<file path="src/rtl/cpu_run_controller.sv">
// Run/halt/step/breakpoint sequencer for the schoolRISCV soc; owns its clock enable and reset.
// Latency: a command takes effect SYNC_STAGES+1 edges after it is first sampled high; cpu_en is combinational.
// Backpressure: none; commands arriving while the soc is held in reset are consumed and dropped.
module cpu_run_controller #(
  parameter int PC_W        = 4,
  parameter int SYNC_STAGES = 2,
  parameter int RST_CYCLES  = 4,
  parameter int CNT_W       = 8
) (
  input  logic             clk,
  input  logic             rst_n,
  input  logic             cmd_run,
  input  logic             cmd_step,
  input  logic             cmd_halt,
  input  logic             cmd_reset,
  input  logic             bp_en,
  input  logic [PC_W-1:0]  bp_addr,
  input  logic [PC_W-1:0]  pc,
  input  logic             pass,
  input  logic             fail,
  output logic             cpu_en,
  output logic             cpu_rst_n,
  output logic [2:0]       state,
  output logic             bp_hit,
  output logic [CNT_W-1:0] cycle_cnt
);

  typedef enum logic [2:0] {
    S_IDLE   = 3'd0,
    S_RUN    = 3'd1,
    S_STEP   = 3'd2,
    S_PAUSED = 3'd3,
    S_DONE   = 3'd4
  } state_t;

  localparam logic [3:0] RST_LEN = 4'(RST_CYCLES);

  // Bit order of every command vector: {reset, halt, step, run}
  logic [3:0]                  cmd_in;
  logic [SYNC_STAGES-1:0][3:0] sync_q;
  logic [3:0]                  prev_q;
  logic [3:0]                  pulse;
  logic                        live;
  logic                        do_run;
  logic                        do_step;
  logic                        do_halt;
  logic                        do_reset;
  logic                        bp_cond;
  logic                        skip;
  logic [3:0]                  rst_cnt;
  state_t                      st;

  assign cmd_in = {cmd_reset, cmd_halt, cmd_step, cmd_run};
  assign pulse  = sync_q[SYNC_STAGES-1] & ~prev_q;

  // Soft reset always wins; the rest are priority-resolved and only honoured while the soc is out of reset
  assign do_reset = pulse[3];
  assign live     = cpu_rst_n & ~pulse[3];
  assign do_halt  = live & pulse[2];
  assign do_step  = live & pulse[1] & ~pulse[2];
  assign do_run   = live & pulse[0] & ~pulse[1] & ~pulse[2];

  // A breakpoint stops the soc before the matching instruction executes; skip lets it execute once on resume
  assign bp_cond = bp_en & (pc == bp_addr) & ~skip & (st == S_RUN);
  assign cpu_en  = ((st == S_RUN) | (st == S_STEP)) & cpu_rst_n & ~pass & ~fail & ~bp_cond;
  assign state   = st;

  // Command synchronizers followed by a previous-value flop for rising-edge detection
  always_ff @(posedge clk or negedge rst_n) begin
    if (!rst_n) begin
      sync_q <= '0;
      prev_q <= '0;
    end else begin
      sync_q <= {sync_q[SYNC_STAGES-2:0], cmd_in};
      prev_q <= sync_q[SYNC_STAGES-1];
    end
  end

  // Run-control state machine with its registered outputs, soc reset timer and enabled-cycle counter
  always_ff @(posedge clk or negedge rst_n) begin
    if (!rst_n) begin
      st        <= S_IDLE;
      cpu_rst_n <= 1'b0;
      rst_cnt   <= RST_LEN;
      bp_hit    <= 1'b0;
      skip      <= 1'b0;
      cycle_cnt <= '0;
    end else begin
      if (cpu_en && (cycle_cnt != '1)) begin
        cycle_cnt <= cycle_cnt + 1'b1;
      end
      if (cpu_en) begin
        skip <= 1'b0;
      end
      if (rst_cnt != 4'd0) begin
        rst_cnt <= rst_cnt - 4'd1;
        if (rst_cnt == 4'd1) begin
          cpu_rst_n <= 1'b1;
        end
      end

      if (do_reset) begin
        st        <= S_IDLE;
        cycle_cnt <= '0;
        bp_hit    <= 1'b0;
        skip      <= 1'b0;
        cpu_rst_n <= 1'b0;
        rst_cnt   <= RST_LEN;
      end else begin
        case (st)
          S_IDLE: begin
            if (do_run) begin
              st <= S_RUN;
            end else if (do_step) begin
              st <= S_STEP;
            end
          end
          S_RUN: begin
            if (pass || fail) begin
              st <= S_DONE;
            end else if (bp_cond) begin
              st     <= S_PAUSED;
              bp_hit <= 1'b1;
            end else if (do_halt) begin
              st <= S_PAUSED;
            end
          end
          S_STEP: begin
            st <= (pass || fail) ? S_DONE : S_PAUSED;
          end
          S_PAUSED: begin
            if (do_run || do_step) begin
              st     <= do_run ? S_RUN : S_STEP;
              skip   <= bp_hit;
              bp_hit <= 1'b0;
            end
          end
          S_DONE: begin
            st <= S_DONE;
          end
          default: begin
            st <= S_IDLE;
          end
        endcase
      end
    end
  end

endmodule

</file>
<file path="config.mk">
export PLATFORM = sky130hd
export DESIGN_NAME = cpu_run_controller
export DESIGN_NICKNAME = d
export VERILOG_FILES = /design/src/rtl/cpu_run_controller.sv
export SDC_FILE = /design/constraint.sdc
export NUM_CORES = 1
export LEC_CHECK = 0
export ABC_AREA = 1
export BUFFER_PORTS_ARGS = -buffer_cell sky130_fd_sc_hd__buf_2
export CORE_ASPECT_RATIO = 0.6
export CORE_MARGIN = 3
export CORE_UTILIZATION = 55
export CTS_CLUSTER_SIZE = 14
export DETAILED_ROUTE_END_ITERATION = 12
export PLACE_DENSITY = 0.84
export SLEW_MARGIN = 20
export SYNTH_ARGS = -nofsm -noshare
export SYNTH_HDL_FRONTEND = slang
export SYNTH_SLANG_ARGS = --single-unit
</file>
<file path="constraint.sdc">
create_clock -name clk -period 2.55 [get_ports clk]
set_clock_uncertainty 0.05 [all_clocks]
set_input_delay 0.3825 -clock clk [delete_from_list [all_inputs] [get_ports clk]]
set_output_delay 0.3825 -clock clk [all_outputs]
set_load 0.01 [all_outputs]
</file>
Word level (Yosys, flattened, before mapping)
Index checks and enable logic that the tools add are counted.
{"block": "totals", "register_bits": 30, "output_inout_bits": 14}
{"block": "classes", "n_addsub": 2, "eq_ne": 12, "mux": 26, "bitwise_logic": 24, "n_reduce_logical": 12}
{"operator": "$mux W3", "count": 8}
{"operator": "$mux W8", "count": 2}
{"operator": "$pmux W3 S5", "count": 1}
{"operator": "$and A1 B1 Y1", "count": 14}
{"operator": "$mux W1", "count": 11}
{"operator": "$ne A3 B3 Y1 const B", "count": 3}
{"operator": "$add A8 B1 Y8 const B", "count": 1}
{"operator": "$mux W4", "count": 2}
{"operator": "$ne A8 B8 Y1 const B", "count": 1}
{"operator": "$not A1 Y1", "count": 7}
{"operator": "$eq A3 B2 Y1 const B", "count": 2}
{"operator": "$reduce_bool A2 Y1", "count": 3}
{"operator": "$ne A5 B4 Y1 const B", "count": 1}
{"operator": "$and A4 B4 Y4", "count": 1}
{"operator": "$eq A4 B1 Y1 const B", "count": 1}
{"operator": "$eq A4 B4 Y1", "count": 1}
{"operator": "$ne A4 B4 Y1 const B", "count": 1}
{"operator": "$not A4 Y4", "count": 1}
{"operator": "$reduce_and A4 Y1", "count": 1}
{"operator": "$reduce_bool A4 Y1", "count": 1}
{"operator": "$sub A4 B1 Y4 const B", "count": 1}
{"operator": "$eq A3 B1 Y1 const B", "count": 1}
{"operator": "$eq A3 B3 Y1 const B", "count": 1}
{"operator": "$logic_not A3 Y1", "count": 1}
{"operator": "8 further kinds", "count": 9}

Depth between registers and ports, before layout
{"block": "logic_depth", "ltp_word": 11, "mapped_depth": 10, "depth_no_buf": 10}

Worst setup path after synthesis
No wires, ideal clock.
{"block": "synth_path", "kind": "reg-to-output", "start": "register st[2] (netlist: state[2])", "end": "output cpu_en", "t_arrival_ps": 1055, "required_time_ps": 2118, "setup_slack_ps": 1062, "path_stages_with_launch": 8, "n_path_buf": 0, "cell_sequence": "dfrtp_1 > nor2_4 > nand2_2 > nand2_2 > nand2_4 > nor2_8 > nand2_1 > inv_1"}
{"block": "synth_via", "elab_chain_len": 6, "elab_cells_between_ends": 9, "classes_between": "eq/ne (2); bitwise (7)"}
{"item": "start, declared", "line_no": "51", "rtl": "state_t st;"}
{"item": "start signal, assigned", "line_no": "129", "rtl": "st <= (pass || fail) ? S_DONE : S_PAUSED;"}
{"item": "start signal, assigned", "line_no": "133", "rtl": "st <= do_run ? S_RUN : S_STEP;"}
{"item": "$eq A3 B1 Y1 / $eq A3 B2 Y1 (equally long branches)", "line_no": "64, 65"}
{"item": "$or A1 B1 Y1", "line_no": "65", "rtl": "assign cpu_en = ((st == S_RUN) | (st == S_STEP)) & cpu_rst_n & ~pass & ~fail & ~bp_cond;"}
{"item": "$and A1 B1 Y1 (3 in a row)", "line_no": "65"}
{"item": "$and A1 B1 Y1 *", "line_no": "65"}
{"item": "end, declared", "line_no": "21", "rtl": "output logic cpu_en,"}
Every way passes the cells marked *; elsewhere a longest branch is shown, timed or not.

Worst setup path after layout
{"block": "layout_path", "start": "register st[0] (netlist: state[0])", "end": "output cpu_en"}
Same word-level chain as after synthesis.

==> impl_metrics.yaml <==
global_routing:
  grt_overflow: 0
  grt_pass1_vias: 1178
  grt_max_degree: 31
  grt.total_usage_pct: 19.86
  antenna_found_initial: 0
  grt_pass1_wl_um: 5057
finish:
  syn2layout_area_growth_pct: 18.58
  diodes: 0
  utilization_pct: 71.71
  drive_gt1_share_pct: 21.10
  final_nets: 257
  layoutNonFillerInstCount: 269
timing:
  slew_violations: 0
  max_freq_ghz: 0.5241
  holdWs_ns: 0.07369
  relSlewSlack_pct: 57.61
  setup_viol: 0
  finalCritPeriodShare_pct: 74.83
  fin_tns_setup_ns: 0
  hold_viol: 0
  worst_pin_slew_ns: 0.6359
  rsz0062_at_grt: "no"
  layout_min_cycle_time_ns: 1.908
power:
  total_power_uw: 1611
  power_per_cell_area_nw_per_um2: 855.0
  peakVddDrop_v: 0.0006778
  leakage_uw: 0.001077
synth:
  seq_area_frac_synth_pct: 47.32
  synth_nets: 221
  avgSynthCellArea_um2: 7.945
  synth_cell_types: 25
  syn-cell-area_um2: 1589
  yosys_warnings: 0
  synthCells: 200
  ys_ff_latch: 30
floorplanning:
  die_h_um: 47.64
  die_x_um: 75.39
  design.die.area_um2: 3591
  start_util_pct: 60.48
  core-area_um2: 2628
  placementRows: 14
  io_pins: 31
cts:
  cts_buffer_depth: 2
  cts_max_level: 2
  clk_pin_slew_ns: 0.06
  cts_root_buffer: "clkbuf_8"
  clock_latency_ns: 0.28
  cts_made_buffers: 5
  cts_hold_buf: 0
  post_cts_resized: 0
  cts_tree: "built"
  cts_setup_buffers: 0
  cts.sinks: 30
routing:
  wl_um: 2993
  firstDrtPassIters: 4
  ant_nets: 0
  vias_per_cell: 4.978
  dr_total_vias: 1339
  drcViolationCount: 0
  first_iter_violations: 77
  wl_per_cell_um: 11.13
worst_setup_path:
  reg2reg_depth: 8
  crit_chain: "inv_2 > nor2_4 > nand2_2 > nand2_2 > nand2_4 > nor2_8 > nand2_1 > inv_1 > buf_2"
  worstPathMaxFanout: 4
  r2r-start: "cycle_cnt[0]"
  r2r_setup_slack_ns: 0.93
  path_class: "reg2out"
  cpPeakStageDelay_ns: 0.40
  slowest_stage: "dfrtp_1"
  required_ns: 2.12
  worstSetupEndpointType: "output port"
  critPathArrivalTime_ns: 1.48
  startpoint_type: "register"
  reg2reg_to: "cycle_cnt[6]"
  cpMostUsedCell: "nand2_2"
worst_hold_path:
  hp-class: "in2async"
placed_design:
  routabilityCongestion: 0.7689
  port_buffers: 30
  place_inst: 261
  dpl.hpwl_um: 2243
run_status:
  outcome: "complete, no violations"
run:
  max_cap_violations: 0
[area by class of cell]
| cell class | instances | area (um2) |
|---|---|---|
| repair buffers | 31 | 157.7 |
| multi-input cells | 136 | 708.2 |
| flip-flops and latches | 30 | 752.0 |
| clock buffers | 7 | 76.32 |
| fillers | 217 | 743.2 |
| well taps | 32 | 40.04 |
| clock inverters | 1 | 30.03 |
| inverters | 32 | 120.1 |
[synth_stat cells (all sizes together)]
cell type / count / area, um2
nor3: 1 / 10.01
xnor2: 1 / 8.760
nor2: 29 / 135.1
a22oi: 1 / 7.510
nand2: 58 / 245.2
nor3b: 2 / 15.01
nand3: 25 / 142.6
buf: 1 / 5.000
dfstp: 1 / 26.28
o21ai: 7 / 35.03
a21oi: 3 / 15.01
ha: 4 / 50.05
inv: 32 / 120.1
clkbuf: 1 / 3.750
xor2: 5 / 43.79
dfrtp: 29 / 725.7
[cells in the final DEF, fill, tap and decap left out]
cell type,synthesis,layout
inv_2,1,1
dfstp_2,1,1
o21ai_0,4,4
dfrtp_1,29,29
xnor2_1,1,1
nand2_1,53,53
a22oi_1,1,1
clkbuf_8,0,5
nor2_1,26,26
nand2_4,3,3
nand3_2,1,1
nor2_2,1,1
bufinv_16,0,1
inv_1,31,31
nor2_4,1,1
buf_4,0,1
nor2_8,1,1
nor3b_1,2,2
buf_2,1,30
o21ai_1,3,3
a21oi_1,3,3
ha_1,4,4
nand2_2,2,2
nand3_4,1,1
nor3_2,1,1
nand3_1,23,23
xor2_1,5,5
clkbuf_1,1,2
[routing by layer]
metal  track usage, %  share of wire [%]  vias up
li1                 -                  -      684
met1            26.19                 50      610
met2            30.36                 42       41
met3            6.289                5.9        4
met4            9.408                1.3        0
met5                0                  0        -
[cells by family (layout without fill, tap and decap cells)]
group / count (synthesis) / count (layout) / synth area share, %
AND/OR/NAND/NOR: 115 / 115 / 34.49
AO/OA/AOI/OAI: 11 / 11 / 3.622
buffers and inverters: 34 / 71 / 8.109
adder cells (fa/ha/maj): 4 / 4 / 3.150
flip-flops: 30 / 30 / 47.32
XOR/XNOR: 6 / 6 / 3.307
[stage by stage]
step	setup WS [ns]	cell area, um2
finish	0.6419	1884
global route	0.4812	1884
CTS	0.6185	1884
detailed placement	0.8753	1778
global placement	0.9208	1778
floorplan	1.062	1589
[state kept, by name, summed over array words and instances (netlist names)]
register   flops
skip           1
cpu_rst_n      1
bp_hit         1
state          3
rst_cnt        4
cycle_cnt      8
prev_q         4
sync_q         8
[power breakdown]
part / leakage, uW / switching [uW] / total [uW] / internal [uW]
clock network: 0.0000524 / 168 / 460 / 292
logic: 0.000650 / 302 / 491 / 189
registers: 0.000375 / 86.1 / 660 / 574
total: 0.00108 / 556 / 1610 / 1060
[worst max-delay path by stage]
stage | start | end | slack, ns | cells past startpoint
after floorplan | state[2] | cpu_en | 1.06 | 7
after global placement | bp_addr[2] | cpu_en | 0.92 | 8
after detailed placement | bp_addr[2] | cpu_en | 0.88 | 8
after CTS | state[0] | cpu_en | 0.62 | 9
after global routing | state[0] | cpu_en | 0.48 | 9
final | state[0] | cpu_en | 0.64 | 9
[worst max-delay path, delay by kind of cell (launching register included)]
| family | cells | cell delay, ns |
|---|---|---|
| buffers and inverters | 3 | 0.25 |
| flip-flops | 1 | 0.40 |
| AND/OR/NAND/NOR | 6 | 0.55 |
No activity file was read; power rests on OpenSTA's default activity.
